==> config.mk <==
export PLATFORM = sky130hd
export DESIGN_NAME = turn_sequencer
export DESIGN_NICKNAME = d
export VERILOG_FILES = /design/src/rtl/turn_sequencer.sv
export SDC_FILE = /design/constraint.sdc
export NUM_CORES = 1
export LEC_CHECK = 0
export BUFFER_PORTS_ARGS = -buffer_cell sky130_fd_sc_hd__buf_2
export CORE_UTILIZATION = 52
export CTS_CLUSTER_DIAMETER = 50
export CTS_CLUSTER_SIZE = 12
export DETAILED_ROUTE_END_ITERATION = 7
export GPL_TIMING_DRIVEN = 0
export PLACE_DENSITY = 0.77
export SLEW_MARGIN = 30
export SYNTH_ARGS = -nofsm -noshare
export SYNTH_HDL_FRONTEND = slang
export SYNTH_SLANG_ARGS = --single-unit
export TNS_END_PERCENT = 100
==> constraint.sdc <==
create_clock -name clock -period 2.2 [get_ports clock]
set_input_delay 0.44 -clock clock [delete_from_list [all_inputs] [get_ports clock]]
set_output_delay 0.44 -clock clock [all_outputs]
set_load 0.01 [all_outputs]
==> src/rtl/turn_sequencer.sv <==
// rtl/turn_sequencer.sv - game-flow controller for the 4x4 tic-tac-toe board datapath
module turn_sequencer #(
    parameter int         SCORE_W     = 4,
    parameter int         TIMEOUT_CYC = 1000,
    parameter logic [1:0] FIRST_MOVER = 2'b01
) (
    input  logic               clock,
    input  logic               reset,
    input  logic               pl_req,
    input  logic [3:0]         pl_pos,
    input  logic               pc_req,
    input  logic [3:0]         pc_pos,
    input  logic               new_game,
    input  logic               illegal_move,
    input  logic               win,
    input  logic [1:0]         winner,
    input  logic               no_space,
    output logic [3:0]         chk_pos,
    output logic               pl_ack,
    output logic               pc_ack,
    output logic               pl_nack,
    output logic               pc_nack,
    output logic               wr_en,
    output logic [3:0]         wr_pos,
    output logic [1:0]         wr_who,
    output logic               board_clr,
    output logic [1:0]         turn,
    output logic [4:0]         move_count,
    output logic               game_over,
    output logic [1:0]         result,
    output logic [SCORE_W-1:0] pl_score,
    output logic [SCORE_W-1:0] pc_score,
    output logic               timeout_pulse
);

    localparam int          TW   = (TIMEOUT_CYC > 2) ? $clog2(TIMEOUT_CYC) : 1;
    localparam logic [TW-1:0] TMAX = TW'(TIMEOUT_CYC - 1);

    typedef enum logic [2:0] {
        S_CLEAR,
        S_WAIT,
        S_COMMIT,
        S_EVAL,
        S_OVER
    } state_t;

    state_t             r_state;
    state_t             w_next_state;
    logic [1:0]         r_side;
    logic [1:0]         r_next_first;
    logic [TW-1:0]      r_timer;
    logic [4:0]         r_move_count;
    logic [1:0]         r_result;
    logic [SCORE_W-1:0] r_pl_score;
    logic [SCORE_W-1:0] r_pc_score;
    logic [3:0]         r_wr_pos;
    logic [1:0]         r_wr_who;

    logic               w_is_pl;
    logic               w_req;
    logic [3:0]         w_pos;
    logic               w_accept;
    logic               w_timeout;

    assign w_is_pl    = (r_side == 2'b01);
    assign w_req      = w_is_pl ? pl_req : pc_req;
    assign w_pos      = w_is_pl ? pl_pos : pc_pos;
    assign move_count = r_move_count;
    assign result     = r_result;
    assign pl_score   = r_pl_score;
    assign pc_score   = r_pc_score;

    always_ff @(posedge clock or negedge reset) begin
        if (!reset) begin
            r_state <= S_CLEAR;
        end else begin
            r_state <= w_next_state;
        end
    end

    always_comb begin
        w_next_state  = r_state;
        w_accept      = 1'b0;
        w_timeout     = 1'b0;
        chk_pos       = 4'd0;
        pl_ack        = 1'b0;
        pc_ack        = 1'b0;
        pl_nack       = 1'b0;
        pc_nack       = 1'b0;
        wr_en         = 1'b0;
        wr_pos        = 4'd0;
        wr_who        = 2'b00;
        board_clr     = 1'b0;
        turn          = 2'b00;
        game_over     = 1'b0;
        timeout_pulse = 1'b0;
        case (r_state)
            S_CLEAR: begin
                board_clr    = 1'b1;
                w_next_state = S_WAIT;
            end
            S_WAIT: begin
                turn    = r_side;
                chk_pos = w_pos;
                if (w_req && !illegal_move) begin
                    w_accept     = 1'b1;
                    pl_ack       = w_is_pl;
                    pc_ack       = !w_is_pl;
                    w_next_state = S_COMMIT;
                end else if (w_req) begin
                    pl_nack = w_is_pl;
                    pc_nack = !w_is_pl;
                end
                // Acceptance in the expiring cycle wins; the forfeit is suppressed.
                if (!w_accept && (r_timer == TMAX)) begin
                    w_timeout     = 1'b1;
                    timeout_pulse = 1'b1;
                end
            end
            S_COMMIT: begin
                wr_en        = 1'b1;
                wr_pos       = r_wr_pos;
                wr_who       = r_wr_who;
                w_next_state = S_EVAL;
            end
            S_EVAL: begin
                w_next_state = (win || no_space) ? S_OVER : S_WAIT;
            end
            S_OVER: begin
                game_over = 1'b1;
                if (new_game) begin
                    w_next_state = S_CLEAR;
                end
            end
            default: begin
                w_next_state = S_CLEAR;
            end
        endcase
    end

    always_ff @(posedge clock or negedge reset) begin
        if (!reset) begin
            r_side       <= FIRST_MOVER;
            r_next_first <= FIRST_MOVER;
            r_timer      <= '0;
            r_move_count <= 5'd0;
            r_result     <= 2'b00;
            r_pl_score   <= '0;
            r_pc_score   <= '0;
            r_wr_pos     <= 4'd0;
            r_wr_who     <= 2'b00;
        end else begin
            r_timer <= '0;
            case (r_state)
                S_CLEAR: begin
                    r_side       <= r_next_first;
                    r_next_first <= ~r_next_first;
                    r_move_count <= 5'd0;
                    r_result     <= 2'b00;
                end
                S_WAIT: begin
                    if (w_accept) begin
                        r_wr_pos <= w_pos;
                        r_wr_who <= r_side;
                    end else if (w_timeout) begin
                        r_side <= ~r_side;
                    end else begin
                        r_timer <= r_timer + 1'b1;
                    end
                end
                S_COMMIT: begin
                    if (r_move_count != 5'd16) begin
                        r_move_count <= r_move_count + 5'd1;
                    end
                end
                S_EVAL: begin
                    if (win) begin
                        r_result <= winner;
                        if ((winner == 2'b01) && (r_pl_score != {SCORE_W{1'b1}})) begin
                            r_pl_score <= r_pl_score + 1'b1;
                        end
                        if ((winner == 2'b10) && (r_pc_score != {SCORE_W{1'b1}})) begin
                            r_pc_score <= r_pc_score + 1'b1;
                        end
                    end else if (no_space) begin
                        r_result <= 2'b11;
                    end else begin
                        r_side <= ~r_side;
                    end
                end
                default: begin
                end
            endcase
        end
    end

endmodule

==> results of run 1 <==
worst max-delay path, delay by kind of cell (launching register included):
| family | cells | cell delay [ns] |
|---|---|---|
| AOI/OAI and AO/OA | 1 | 0.14 |
| and+or+nand+nor | 3 | 0.25 |
| buffers and inverters | 3 | 0.44 |
| DFF | 1 | 0.56 |
area by class of cell:
| class | count | area, µm² | area share [%] |
|---|---|---|---|
| well taps | 48 | 60.06 | 2.433 |
| plain buffers | 6 | 51.30 | 2.078 |
| clock inverters | 2 | 12.51 | 0.5068 |
| repair buffers | 57 | 297.8 | 12.06 |
| flip-flops and latches | 38 | 953.4 | 38.62 |
| clock buffers | 6 | 82.58 | 3.345 |
| multi-input cells | 149 | 984.7 | 39.89 |
| inverters | 7 | 26.28 | 1.064 |
flip-flops by register name, indices dropped and copies added (netlist names), 3 cells and up:
register    count
move_count      5
r_wr_pos        4
pl_score        4
r_timer        10
pc_score        4
r_state         3
timing repair:
action | CTS | global route
resized for setup | 3 | 8
buffers inserted | 2 | 3
hold endpoints to repair | 0 | 0
endpoints found under the setup margin | 4 | 8
pin swaps | 0 | 2
logic make-up after synthesis:
kind of cell,synth area share (%)
xor+xnor,8.360
buf+inv,3.834
simple gates,23.44
mux,3.143
fa+ha+maj,3.143
flops,47.89
compound gates,10.18
synth_stat cells (2+ instances only):
master | n | area (µm²)
dfrtp_1 | 36 | 900.9
nor2_1 | 32 | 120.1
o21ai_0 | 16 | 80.08
nand2_1 | 12 | 45.04
xnor2_1 | 10 | 87.58
xor2_1 | 9 | 78.83
and2_1 | 7 | 43.79
inv_1 | 7 | 26.28
nand3_1 | 7 | 35.03
nor3_1 | 7 | 35.03
ha_1 | 5 | 62.56
a21oi_1 | 4 | 20.02
mux2i_1 | 4 | 40.04
nand4_1 | 4 | 25.02
buf_6 | 3 | 33.78
clkbuf_1 | 3 | 11.26
nand2b_1 | 3 | 18.77
a21o_1 | 2 | 15.01
a311oi_1 | 2 | 17.52
dfstp_2 | 2 | 52.55
mux2_2 | 2 | 22.52
nor4bb_1 | 2 | 20.02
o211a_1 | 2 | 20.02
o22ai_1 | 2 | 12.51
worst paths after layout:
| check | startpoint | end |
|---|---|---|
| min in group clock | new_game | r_state[2] |
| hold / removal | reset | move_count[4] |
| hold reg to reg | r_next_first[1] | r_next_first[1] |
| max in group asynchronous | reset | r_wr_pos[1] |
| setup reg to reg | r_timer[0] | r_side[1] |
| setup / recovery | r_side[0] | timeout_pulse |
metrics by stage:
stage               setup TNS (ns)  power [mW]  utilization, %  setup WS, ns
global route             -0.001806       3.253           67.43     -0.001806
finish                           0       2.999           67.43       0.08267
detailed placement               0       2.387           63.12        0.1784
CTS                              0       2.957           66.34      0.007420
global placement                 0       2.358           63.12        0.1863
floorplan                        0       1.985               -        0.3441
per-layer routing:
layer / global-route usage (%) / vias up
li1: - / 824
met1: 28.82 / 764
met2: 36.17 / 42
met3: 5.000 / 6
met4: 11.36 / 0
met5: 0 / -
power groups by stage:
stage	clock [mW]	sequential, mW	combinational (mW)
floorplan	0	1.09	0.897
global placement	0	1.08	1.28
detailed placement	0	1.08	1.30
CTS	0.524	1.07	1.36
global route	0.550	1.11	1.59
finish	0.501	1.08	1.42
==> flow_metrics.py, run 1 <==
metrics = {
    "floorplanning": {
        "die_y_um": 63.87,
        "start_util_pct": 54.37,
        "dieArea_mm2": 0.004079,
        "std_cell_rows": 22,
        "boundaryPins": 53,
        "placeableCoreArea_mm2": 0.003661,
        "die_w_um": 63.87,
    },
    "sta": {
        "min_period_ns": 2.117,
        "clock_skew_ns": 0.003608,
        "finalHoldViolCount": 0,
        "hold_slack_ns": 0.2377,
        "setup_viol": 0,
        "maxSlewViolCount": 0,
        "fmax_mhz": 472.3,
        "period_share_pct": 96.24,
        "tightest_slew_ns": 0.8231,
        "relSlewSlack_pct": 45.13,
    },
    "global_routing": {
        "grt.overflow.total": 0,
        "grt_pass1_wl_mm": 7.017,
        "grt.total_usage_pct": 22.64,
        "antenna_found_initial": 0,
        "grt_max_degree": 39,
        "grt_pass1_vias": 1517,
    },
    "power_and_ir_drop": {
        "switchingPower_mw": 1.213,
        "power_frac_clock_pct": 16.7,
        "sw_frac_of_total_pct": 40.45,
        "peakVddDrop_mv": 0.6187,
        "p_per_area_mw_per_mm2": 1215,
        "p_leak_nw": 1.258,
        "p_comb_share_pct": 47.4,
        "power_frac_seq_pct": 35.9,
        "internal-power_mw": 1.786,
    },
    "drt": {
        "initialDrtViolationCount": 98,
        "vias": 1636,
        "dr.pass1.iters": 4,
        "totalWireLength_mm": 4.020,
        "wl_met2_mm": 1.946,
        "top_layer": "met4",
        "wl_met1_mm": 1.807,
        "drc": 0,
        "via_per_inst": 5.227,
        "wl_per_cell_um": 12.84,
        "wl_met3_um": 188,
        "antenna_left": 0,
    },
    "yosys": {
        "syn_area_mm2": 0.001991,
        "yosysWarnings": 0,
        "ys_ff_latch": 38,
        "yosysSeqAreaShare_pct": 47.89,
        "synth_flop_cell": "dfrtp_1",
        "async_flop_share_pct": 100.0,
        "ys_types": 42,
        "synthCells": 201,
        "synth_edf_count": 0,
        "syn_nets": 224,
        "avgSynthCellArea_um2": 9.904,
    },
    "hold_path": {
        "hold_path_class": "input port to asynchronous set/reset pin",
    },
    "setup_path": {
        "slowest_stage": "dfstp_2",
        "crit_fanout": 8,
        "reg2reg_depth": 6,
        "cp.arrival_ns": 1.68,
        "endpoint_kind": "output pin",
        "rrSetupSlack_ns": 0.39,
        "max_stage_delay_ns": 0.56,
        "path_cells": "nand2b_1 -> buf_6 -> a21oi_2 -> buf_4 -> nand2_1 -> nor2_1 -> buf_2",
        "crit_required_ns": 1.76,
        "crit_type": "flip-flop to output pin",
        "crit_path_start_kind": "flip-flop",
    },
    "clock_network": {
        "cts_tree": "yes",
        "numCtsBuffers": 5,
        "clk_path_buf_depth": 2,
        "clk_pin_slew_ns": 0.07,
        "cts.sinks": 38,
        "ctsHoldBuffers": 0,
        "htreeDepth": 2,
        "worstSkewPairLatency_ns": 0.29,
        "clockRootBuffer": "clkbuf_8",
    },
    "placement": {
        "placed_area_mm2": 0.002311,
        "dp_hpwl_mm": 2.741,
        "io_buffers": 52,
        "gp_congestion": 0.7869,
        "dp.cells": 301,
    },
    "finish": {
        "antennaDiodeCount": 0,
        "fillCellCount": 294,
        "fin_area_mm2": 0.002469,
        "layout.nets": 287,
        "drive_above_1_share_pct": 31.70,
        "mostFrequentLayoutCells": "52 x buf_2, 36 x dfrtp_1, 31 x nor2_1",
        "fin_cells": 313,
        "areaGrowthSynthToFinish_pct": 24.01,
        "layout_commonest_cell": "buf_2",
    },
    "status": {
        "status": "finished, final reports clean",
    },
    "flow_run": {
        "maxCapViolations": 0,
    },
}
Power figures use the tool's default switching activity.
==> run 2: changes to the inputs <==
ABC_AREA = 1   (was default)
CORE_UTILIZATION = 53   (was 52)
PLACE_DENSITY = 0.78   (was 0.77)
==> run 2 against run 1 <==
- register-to-register slack improved by 0.32 ns
- clock-buffer cell count grew 2
- clock power decreased by 8.8%
- synthesized cell count increased by 26%
- sequential power about the same
- sequential share of layout area is 1.0 points lower
- sequential cell count did not move
- critical path type unchanged
==> flow_metrics.py, run 2 <==
metrics = {
    "status": {
        "status": "finished, final reports clean",
    },
    "global_routing": {
        "grt_max_degree": 39,
        "grt_pass1_vias": 1659,
        "grt.total_usage_pct": 22.58,
        "grt_pass1_wl_mm": 7.196,
        "antenna_found_initial": 0,
        "grt.overflow.total": 0,
    },
    "placement": {
        "dpl_worst_slack_ns": 0.3096,
        "gp_congestion": 0.8149,
        "io_buffers": 52,
        "dp_hpwl_mm": 2.887,
        "placed_area_mm2": 0.002391,
        "dp.cells": 354,
    },
    "finish": {
        "antennaDiodeCount": 0,
        "fin_area_mm2": 0.002540,
        "drive_above_1_share_pct": 29.19,
        "largest_reg_flops": 10,
        "layout.nets": 344,
        "areaGrowthSynthToFinish_pct": 22.66,
        "top_register": "r_timer",
        "layout_commonest_cell": "nand2_1",
        "fin_cells": 370,
        "mostFrequentLayoutCells": "55 x nand2_1, 53 x buf_2, 36 x nor2_1",
    },
    "floorplanning": {
        "start_util_pct": 55.72,
        "die_w_um": 64.51,
        "dieArea_mm2": 0.004161,
        "die_y_um": 64.51,
        "std_cell_rows": 22,
        "boundaryPins": 53,
        "placeableCoreArea_mm2": 0.003716,
    },
    "setup_path": {
        "crit_start": "r_side[0]",
        "r2r-start": "r_side[0]",
        "cp.arrival_ns": 1.65,
        "r2r_end": "r_timer[9]",
        "rrSetupSlack_ns": 0.71,
        "crit_fanout": 6,
        "crit_path_start_kind": "flip-flop",
        "crit_type": "flip-flop to output pin",
        "crit_required_ns": 1.76,
        "reg2reg_depth": 8,
        "endpoint_kind": "output pin",
        "crit_end": "pl_nack",
    },
    "sta": {
        "relSlewSlack_pct": 45.97,
        "period_share_pct": 95.02,
        "fmax_mhz": 478.4,
        "setup_ws_ns": 0.1096,
        "min_period_ns": 2.090,
        "tightest_slew_ns": 0.8105,
        "setup_viol": 0,
        "clock_skew_ns": 0.006381,
        "maxSlewViolCount": 0,
        "finalHoldViolCount": 0,
    },
    "power_and_ir_drop": {
        "p_per_area_mw_per_mm2": 1137,
        "peakVddDrop_mv": 0.6947,
        "finalPower_mw": 2.888,
        "p_leak_nw": 1.392,
    },
    "drt": {
        "initialDrtViolationCount": 126,
        "dr.pass1.iters": 4,
        "wl_per_cell_um": 11.06,
        "drc": 0,
        "via_per_inst": 4.943,
        "antenna_left": 0,
        "vias": 1829,
        "totalWireLength_mm": 4.093,
    },
    "yosys": {
        "yosysSeqAreaShare_pct": 46.04,
        "ys_ff_latch": 38,
        "synth_top_cell_by_area": "dfrtp_1",
        "yosysWarnings": 0,
        "synthCells": 254,
        "synth_edf_count": 0,
        "avgSynthCellArea_um2": 8.153,
        "yosysMostFrequentCell": "nand2_1",
        "netlist_top_cells_count": "55 x nand2_1, 36 x dfrtp_1, 36 x nor2_1, 31 x inv_1, 22 x nand3_1",
        "syn_area_mm2": 0.002071,
        "async_flop_share_pct": 100.0,
        "synth_area_leaders": "dfrtp_1 44%, nand2_1 10%, nor2_1 6.5%",
        "syn_nets": 277,
        "synth_top_area_share_pct": 43.50,
        "synth_flop_cell": "dfrtp_1",
        "ys_types": 25,
    },
    "hold_path": {
        "hold_path_class": "input port to asynchronous set/reset pin",
    },
    "clock_network": {
        "cts_tree": "yes",
        "numCtsBuffers": 5,
        "htreeDepth": 2,
        "clockRootBuffer": "clkbuf_8",
        "clk_path_buf_depth": 2,
        "ctsHoldBuffers": 0,
        "cts.sinks": 38,
        "clk_pin_slew_ns": 0.07,
        "worstSkewPairLatency_ns": 0.29,
    },
    "flow_run": {
        "maxCapViolations": 0,
    },
}
## run 2: cell count changes after synthesis, sizes merged, moves of 4 or more
cell	before	now
nand2	12	62
inv	7	34
nand3	7	23
nor2	32	44
and2	7	0
nor3	8	2
mux2i	4	0
o21ai	16	12
## run 2: repair_timing
item	CTS	global route
setup endpoints to repair	1	4
setup buffers	1	7
pin swaps	1	2
resized for setup	0	4
## run 2: critical path, stage by stage (launching register included)
cell,delay [ns]
dfstp_2,0.57
nand2_2,0.12
nand2_1,0.12
nand2_2,0.08
nand2_1,0.14
nand2_4,0.10
nor2_1,0.10
buf_2,0.13
## run 2: layout make-up
cell class                 instances  area (µm²)
timing repair buffer              60       320.3
fill                             335        1176
multi-input combinational        181       987.2
clock buffer                       8       80.08
tap                               48       60.06
inverter                          34       132.6
sequential                        38       954.7
buffer                             1       5.005
## run 2: how the worst min path moves through the flow
stage	from	endpoint	slack, ns	cells past startpoint
floorplan	reset	move_count[0]	0.14	0
global placement	r_next_first[1]	r_next_first[1]	0.46	1
detailed placement	r_next_first[1]	r_next_first[1]	0.47	1
CTS	reset	r_timer[6]	0.27	1
global route	reset	r_timer[8]	0.31	1
finish	reset	r_timer[5]	0.24	1
## run 2: cell families after synthesis
| logic type | Yosys count | synth area share (%) |
|---|---|---|
| flops | 38 | 46.04 |
| buf+inv | 35 | 6.526 |
| simple gates | 140 | 32.57 |
| fa+ha+maj | 5 | 3.021 |
| xor+xnor | 15 | 6.345 |
| compound gates | 21 | 5.499 |
## run 2: metal layers
layer / vias to the layer above / wire length (µm) / global-route usage, %
li1: 937 / - / -
met1: 844 / 1971 / 28.57
met2: 42 / 1881 / 37.37
met3: 6 / 182 / 5.986
met4: 0 / 57 / 7.500
met5: - / 0 / 0
## run 2: per-stage QoR
step / setup TNS, ns / util [%] / hold WS [ns]
finish: 0 / 68.35 / 0.2371
global route: -0.01528 / 68.35 / 0.3066
CTS: 0 / 66.70 / 0.2655
detailed placement: 0 / 64.34 / 0.4716
global placement: 0 / 64.34 / 0.4619
floorplan: 0 / - / 0.1444
## run 2: power breakdown
part	internal [mW]	total [mW]	switching [mW]
clock	0.225	0.457	0.232
sequential	0.914	1.08	0.167
combinational	0.520	1.35	0.829
total	1.66	2.89	1.23
==> run 3: changes to the inputs <==
REMOVE_ABC_BUFFERS = 1   (was default)
==> run 3 against run 2 <==
- critical path depth did not move
- first-iteration DRC count shrank 4.0%
- critical endpoint is now pl_ack
- sequential share of layout area decreased by 0.15 points
- clock skew rose by 0.0096 ns
- total power barely moved
- sequential power barely moved
==> flow_metrics.py, run 3 (same netlist as run 2, synthesis figures left out) <==
metrics = {
    "status": {
        "status": "finished, final reports clean",
    },
    "drt": {
        "vias": 1807,
        "via_per_inst": 4.871,
        "drc": 0,
        "wl_per_cell_um": 11.15,
        "dr.pass1.iters": 4,
        "totalWireLength_mm": 4.137,
        "initialDrtViolationCount": 121,
        "antenna_left": 0,
    },
    "finish": {
        "layout_commonest_cell": "nand2_1",
        "layout.nets": 345,
        "drive_above_1_share_pct": 30.34,
        "areaGrowthSynthToFinish_pct": 23.14,
        "largest_reg_flops": 10,
        "antennaDiodeCount": 0,
        "mostFrequentLayoutCells": "55 x nand2_1, 52 x buf_2, 35 x nor2_1, 35 x dfrtp_1, 30 x inv_1",
        "fin_util_pct": 68.62,
        "fin_area_mm2": 0.002550,
        "top_register": "r_timer",
    },
    "global_routing": {
        "grt_pass1_vias": 1571,
        "grt_max_degree": 39,
        "grt.total_usage_pct": 21.40,
        "grt_pass1_wl_mm": 6.865,
        "grt.overflow.total": 0,
        "antenna_found_initial": 0,
    },
    "sta": {
        "finalHoldViolCount": 0,
        "min_period_ns": 2.075,
        "maxSlewViolCount": 0,
        "finalSetupTns_ns": 0,
        "relSlewSlack_pct": 46.03,
        "fmax_mhz": 482.0,
        "clock_skew_ns": 0.01597,
        "setup_viol": 0,
        "period_share_pct": 94.31,
        "tightest_slew_ns": 0.8096,
    },
    "hold_path": {
        "hold_path_class": "input port to asynchronous set/reset pin",
    },
    "placement": {
        "io_buffers": 52,
        "gp_congestion": 0.8025,
        "placed_area_mm2": 0.002386,
        "dp_hpwl_mm": 2.840,
    },
    "setup_path": {
        "crit_required_ns": 1.76,
        "path_cells": "nand3_1 -> nand2_2 -> nand3_4 -> inv_6 -> nand2_1 -> nor2_2 -> buf_2",
        "endpoint_kind": "output pin",
        "cp.arrival_ns": 1.63,
        "crit_path_start_kind": "flip-flop",
        "crit_type": "flip-flop to output pin",
        "max_stage_delay_ns": 0.57,
        "r2r-start": "r_side[0]",
        "crit_start": "r_side[0]",
        "crit_fanout": 10,
        "slowest_stage": "dfstp_2",
    },
    "floorplanning": {
        "start_util_pct": 55.72,
        "die_w_um": 64.51,
        "dieArea_mm2": 0.004161,
        "placeableCoreArea_mm2": 0.003716,
        "boundaryPins": 53,
        "std_cell_rows": 22,
        "die_y_um": 64.51,
    },
    "power_and_ir_drop": {
        "peakVddDrop_mv": 0.7445,
        "p_leak_nw": 1.400,
        "p_per_area_mw_per_mm2": 1133,
        "finalPower_mw": 2.890,
    },
    "clock_network": {
        "worstSkewPairLatency_ns": 0.29,
        "cts.sinks": 38,
        "clk_path_buf_depth": 2,
        "cts_tree": "yes",
        "ctsHoldBuffers": 0,
        "numCtsBuffers": 5,
        "htreeDepth": 2,
        "clk_pin_slew_ns": 0.08,
        "clockRootBuffer": "clkbuf_8",
    },
    "flow_run": {
        "maxCapViolations": 0,
    },
}
run 3: cell count changes in the layout (fill, tap and decap cells not counted), sizes merged:
cell / delta
clkbuf: -2
buf: +1
clkinv: +2
run 3: worst paths after layout:
path	to	slack [ns]	cells past startpoint
max in group asynchronous	r_state[2]	1.39	1
setup reg to reg	r_timer[0]	0.76	8
hold reg to reg	r_timer[0]	0.48	1
min in group clock	r_state[2]	0.42	4
setup / recovery	pl_ack	0.13	7
hold / removal	r_timer[6]	0.23	1
run 3: what timing repair did:
| item | CTS | global route |
|---|---|---|
| resized for setup | 0 | 4 |
| buffers inserted | 2 | 8 |
| endpoints found under the setup margin | 1 | 8 |
| pin swaps | 1 | 2 |
| gates cloned | 0 | 0 |
run 3: routing by layer:
metal	wire length, µm	GRT usage (%)
met2	1919	33.95
met3	165	4.049
met1	1981	28.47
met5	0	0
met4	71	9.444
run 3: final cells by class:
type                            count  area [µm²]
Fill cell                         319        1166
Multi-Input combinational cell    181       984.7
Sequential cell                    38       954.7
Timing Repair Buffer               62       335.3
Inverter                           34       132.6
Clock buffer                        6       72.57
Tap cell                           48       60.06
Clock inverter                      2       10.01
run 3: worst max-delay path, delay by kind of cell (launching register included):
kind / cells / cell delay, ns
flip-flops: 1 / 0.57
buffers and inverters: 2 / 0.24
AND/OR/NAND/NOR: 5 / 0.54
run 3: report_power, final:
group / total [mW] / switching [mW] / leakage [nW] / internal, mW
Sequential: 1.09 / 0.171 / 0.496 / 0.915
Combinational: 1.35 / 0.825 / 0.858 / 0.524
Clock: 0.456 / 0.236 / 0.0450 / 0.219
Total: 2.89 / 1.23 / 1.40 / 1.66
run 3: through the flow:
step	std cells	hold WS, ns	setup slack [ns]
CTS	363	0.2629	0.03309
global route	371	0.3083	-0.01039
finish	371	0.2314	0.1253
global placement	353	0.4649	0.3351
detailed placement	353	0.4774	0.3154
floorplan	253	0.1444	0.5001
